[src/rtl/muldiv_sequencer.sv]
// Request sequencer for the HI/LO MulDiv core: expands MULT/DIV/LOAD/READ into F-code steps
// and reads HI then LO back. Define MULDIV_SEQ_DZ_TRAP_EN to short-circuit DIV-by-zero to DONE.
module muldiv_sequencer #(
    parameter int N = 3
) (
    input  logic         clk,
    input  logic         rst,
    input  logic         start,
    input  logic [1:0]   op,
    input  logic [N-1:0] opa,
    input  logic [N-1:0] opb,
    output logic         busy,
    output logic         done,
    output logic [N-1:0] res_hi,
    output logic [N-1:0] res_lo,
    output logic         dz,
    output logic [N-1:0] md_a,
    output logic [N-1:0] md_b,
    output logic [3:0]   md_F,
    input  logic [N-1:0] md_y
);

    typedef enum logic [2:0] {
        S_IDLE, S_WR1, S_WR2, S_RD_HI, S_RD_LO, S_DONE
    } state_t;

    localparam logic [1:0] OP_MULT = 2'b00;
    localparam logic [1:0] OP_DIV  = 2'b01;
    localparam logic [1:0] OP_LOAD = 2'b10;
    localparam logic [1:0] OP_READ = 2'b11;

    localparam logic [3:0] F_VIEW_HI = 4'b0000;
    localparam logic [3:0] F_WR_HI   = 4'b0001;
    localparam logic [3:0] F_VIEW_LO = 4'b0010;
    localparam logic [3:0] F_WR_LO   = 4'b0011;
    localparam logic [3:0] F_MULT    = 4'b1000;
    localparam logic [3:0] F_DIV     = 4'b1010;

    state_t       state_reg, state_next;
    logic [1:0]   op_reg;
    logic [N-1:0] opa_reg, opb_reg;
    logic [N-1:0] res_hi_reg, res_lo_reg;
    logic         dz_reg;
    logic         accept;
    logic         div_zero;
    logic         dz_trap;

    assign accept   = (state_reg == S_IDLE) && start;
    assign div_zero = (op == OP_DIV) && (opb == '0);

`ifdef MULDIV_SEQ_DZ_TRAP_EN
    assign dz_trap = div_zero;
`else
    assign dz_trap = 1'b0;
`endif

    always_comb begin
        state_next = state_reg;
        md_F       = F_VIEW_HI;
        md_a       = opa_reg;
        case (state_reg)
            S_IDLE: begin
                if (start) begin
                    if (op == OP_READ)
                        state_next = S_RD_HI;
                    else if (dz_trap)
                        state_next = S_DONE;
                    else
                        state_next = S_WR1;
                end
            end
            S_WR1: begin
                case (op_reg)
                    OP_MULT: md_F = F_MULT;
                    OP_DIV:  md_F = F_DIV;
                    OP_LOAD: md_F = F_WR_HI;
                    default: md_F = F_VIEW_HI;
                endcase
                state_next = (op_reg == OP_LOAD) ? S_WR2 : S_RD_HI;
            end
            S_WR2: begin
                // LO is loaded through the core's a port, so opb is steered there
                md_F       = F_WR_LO;
                md_a       = opb_reg;
                state_next = S_RD_HI;
            end
            S_RD_HI: begin
                md_F       = F_VIEW_HI;
                state_next = S_RD_LO;
            end
            S_RD_LO: begin
                md_F       = F_VIEW_LO;
                state_next = S_DONE;
            end
            S_DONE: begin
                state_next = S_IDLE;
            end
            default: state_next = S_IDLE;
        endcase
    end

    always_ff @(posedge clk) begin
        if (rst) begin
            state_reg  <= S_IDLE;
            op_reg     <= OP_MULT;
            opa_reg    <= '0;
            opb_reg    <= '0;
            res_hi_reg <= '0;
            res_lo_reg <= '0;
            dz_reg     <= 1'b0;
        end else begin
            state_reg <= state_next;
            if (accept) begin
                op_reg  <= op;
                opa_reg <= opa;
                opb_reg <= opb;
                dz_reg  <= div_zero;
                if (dz_trap) begin
                    res_hi_reg <= '0;
                    res_lo_reg <= '0;
                end
            end
            if (state_reg == S_RD_HI)
                res_hi_reg <= md_y;
            if (state_reg == S_RD_LO)
                res_lo_reg <= md_y;
        end
    end

    assign busy   = (state_reg != S_IDLE);
    assign done   = (state_reg == S_DONE);
    assign res_hi = res_hi_reg;
    assign res_lo = res_lo_reg;
    assign dz     = dz_reg;
    assign md_b   = opb_reg;

endmodule
[config.mk]
export PLATFORM = sky130hd
export DESIGN_NAME = muldiv_sequencer
export DESIGN_NICKNAME = d
export VERILOG_FILES = /design/src/rtl/muldiv_sequencer.sv
export SDC_FILE = /design/constraint.sdc
export NUM_CORES = 1
export LEC_CHECK = 0
export BUFFER_PORTS_ARGS = -buffer_cell sky130_fd_sc_hd__buf_2
export CORE_MARGIN = 2
export CORE_UTILIZATION = 49
export DETAILED_ROUTE_END_ITERATION = 8
export MAX_ROUTING_LAYER = met4
export PLACE_DENSITY = 0.81
export SKIP_LAST_GASP = 1
export SLEW_MARGIN = 10
export SYNTH_ARGS = -nofsm -noshare
export SYNTH_HDL_FRONTEND = slang
export SYNTH_SLANG_ARGS = --single-unit
export TNS_END_PERCENT = 50
[constraint.sdc]
create_clock -name clk -period 3.5 [get_ports clk]
set_input_delay 0.35 -clock clk [delete_from_list [all_inputs] [get_ports clk]]
set_output_delay 0.35 -clock clk [all_outputs]
set_load 0.05 [all_outputs]
==> results.yml <==
synth:
  synth.yosys.warnings: 0
  post_synth_and_or_nand_nor_area_fraction: 0.2888
  syn-cell-area_um2: 823.3
  most_instantiated_cells_after_synthesis: "sky130_fd_sc_hd__nand2_1, sky130_fd_sc_hd__dfxtp_1, sky130_fd_sc_hd__a21oi_1"
  async_reset_ff_frac: 0
  syn-mean-instance-area_um2: 8.853
  synth_cell_types: 27
  yosysTopAreaCell: "sky130_fd_sc_hd__dfxtp_1"
  multiplexer_area_fraction_after_synthesis: 0.1140
  primary_ff_master_synth: "sky130_fd_sc_hd__dfxtp_1"
  yosys.cell_count.top_type: "sky130_fd_sc_hd__nand2_1"
  synth_compound_gate_area_share: 0.1018
  syn-instance-count: 93
  synth-xor-area-share: 0
  synth.yosys.seq_area_share: 0.4377
  combinational_family_with_the_most_area_after_synthesis: "simple AND/OR/NAND/NOR gates"
  synth-adder-area-share: 0
  yosys_register_bits: 18
  syn_nets: 107
  synth_enable_flop_cells: 0
  synthDominantCellAreaShare: 0.4377
  netlist_top_cells_area: "sky130_fd_sc_hd__dfxtp_1, sky130_fd_sc_hd__nand2_1, sky130_fd_sc_hd__mux2i_1"
placement:
  port-buffer-count: 31
  place.detailed.instances: 133
  placedInstanceArea_um2: 954.7
  gp_routability_congestion: 0.7878
  detail_placement_hpwl_um: 1252
worst_setup_path:
  worst_setup_path_end_kind: "primary output"
  arrival_ns: 1.89
  worst_setup_path_endpoint: "md_a[0]"
  crit_family: "flip-flops"
  critical_path_depth: 4
  critical_path.reg2reg.startpoint: "state_reg[2]"
  cp_slowest_cell: "sky130_fd_sc_hd__dfxtp_1"
  worst_setup_path_start_kind: "register"
  worst-r2r-cell-count: 3
  regToRegEndpoint: "opa_reg[1]"
  worstSetupPathType: "register to primary output"
  worst_ep_required_time_ns: 3.15
  reg2reg_slack_ns: 1.96
  crit_chain: "nand2b_1, nor2_1, mux2_2, buf_2"
  worst_stage_delay_on_the_critical_path_ns: 0.59
  critical_path.max_fanout: 12
  timing.critical_path.from: "state_reg[1]"
  worstPathBufferInverterCount: 1
timing:
  timing.final.setup_violations: 0
  top_achievable_clock_speed_ghz: 0.4466
  rsz0062_at_grt: "false"
  finalCritPeriodShare: 0.6397
  maxSlewViolCount: 0
  final.min_clock_period_ns: 2.239
  final.setup_skew_ns: 0.002400
  finalHoldViolCount: 0
  holdWs_ns: 0.2914
  summed_negative_setup_slack_over_all_endpoints_ns: 0
global_route:
  antenna_found_initial: 0
  first_global_vias: 644
  grt_first_pass_wirelength_um: 2856
  grt_util_all_layers: 0.1943
  grt.overflow.total: 0
  grt_start_max_net_pins: 19
power_and_ir_drop:
  total_leakage_power_uw: 0.0004672
  cellPowerDensity_nw_per_um2: 569.4
  irDropWorstVdd_mv: 0.3747
clock_tree:
  numCtsBuffers: 3
  clk-insertion-delay-late_ns: 0.29
  cts.repair_timing.setup_buffer_count: 0
  cts_tree: "done"
  htreeDepth: 1
  cts_hold_buffers: 0
  clk_pin_slew_worst_paths_ns: 0.10
  clockBufferDepth: 2
  clockRootBuffer: "sky130_fd_sc_hd__clkbuf_4"
  clkSinkCount: 18
  post_cts_resized: 0
detailed_routing:
  detail_route.wl_per_cell_um: 12.44
  avgViaCountPerCell: 5.358
  wl_um: 1704
  post-route-drc-count: 0
  first_iter_violations: 20
  drt_first_pass_iters: 4
  route.vias.total: 734
  ant_nets: 0
job:
  maxCapViolCount: 0
cells_and_area:
  design.final.nets: 136
  antenna_cells_inserted: 0
  synthToLayoutAreaGrowth_pct: 20.36
  post_route_cells_drive_above_1_share: 0.3306
  finalNonFillerCells: 137
  fillCellCount: 135
  final_cell_area_um2: 991.0
min_path:
  hold_class: "primary input to register"
floorplanning:
  top_level_ports: 33
  row_count: 14
  dieArea_um2: 2024
  fp.coreArea_um2: 1541
  starting_density_of_the_core: 0.5341
  die_width_um: 44.99
  floorplan.die.height_um: 44.99
status:
  status: "finished, final reports clean"
==> per-layer routing <==
layer	up-vias	routed length, µm	track usage
met4	0	14	0.05294
met5	-	0	-
met3	2	89	0.02800
li1	379	-	-
met2	23	798	0.3114
met1	330	802	0.2563
==> cells in the final DEF, fill, tap and decap left out, drive strengths merged, types with 2 or more instances in the layout <==
| cell | count |
|---|---|
| a21oi | 11 |
| clkbuf | 4 |
| nor2b | 2 |
| buf | 31 |
| nand2 | 19 |
| mux2i | 6 |
| or4b | 2 |
| mux2 | 3 |
| dfxtp | 18 |
| nor3b | 2 |
| nor2 | 9 |
| or3 | 2 |
==> cell families after synthesis <==
family	Yosys count
DFF	18
buffers and inverters	7
and+or+nand+nor	43
AOI/OAI and AO/OA	15
muxes	9
other	1
==> per-stage QoR <==
| stage | util | total power (µW) | setup WS (ns) |
|---|---|---|---|
| 2_1_floorplan | - | 409.0 | 1.446 |
| 3_3_place_gp | 0.6193 | 438.1 | 1.686 |
| 5_1_grt | 0.6429 | 590.3 | 1.188 |
| 3_5_place_dp | 0.6193 | 442.0 | 1.596 |
| 6_report | 0.6429 | 564.2 | 1.261 |
| 4_1_cts | 0.6429 | 567.7 | 1.261 |
==> report_power, final <==
group,internal [µW],total (µW),leakage (µW),switching [µW]
Clock,63.4,126,0.0000210,63.0
Combinational,57.4,190,0.000299,133
Sequential,222,248,0.000147,25.2
Total,343,564,0.000467,221
==> area by class of cell <==
type | count | area [µm²] | area share
clock buffer | 4 | 36.28 | 0.03662
sequential | 18 | 360.3 | 0.3636
tap | 16 | 20.02 | 0.02020
timing repair buffer | 31 | 155.1 | 0.1566
multi-input combinational | 68 | 419.2 | 0.4230
==> worst register-to-register path: stages, from the launching register on <==
cell and delay [ns]:
sky130_fd_sc_hd__dfxtp_1 0.45, sky130_fd_sc_hd__or4b_1 0.75, sky130_fd_sc_hd__nand2_1 0.14, sky130_fd_sc_hd__a21oi_1 0.08
==> how the worst min path moves through the flow <==
stage | slack, ns | startpoint | cells after the start | to
after floorplan | 0.43 | opa_reg[0] | 2 | opa_reg[0]
after global placement | 0.44 | opa_reg[0] | 2 | opa_reg[0]
after detailed placement | 0.45 | opa_reg[2] | 2 | opa_reg[2]
after CTS | 0.29 | opa[2] | 3 | opa_reg[2]
after global routing | 0.30 | opb[2] | 3 | md_b[2]
final | 0.29 | opa[2] | 3 | opa_reg[2]
No activity file was read; power rests on OpenSTA's default activity.
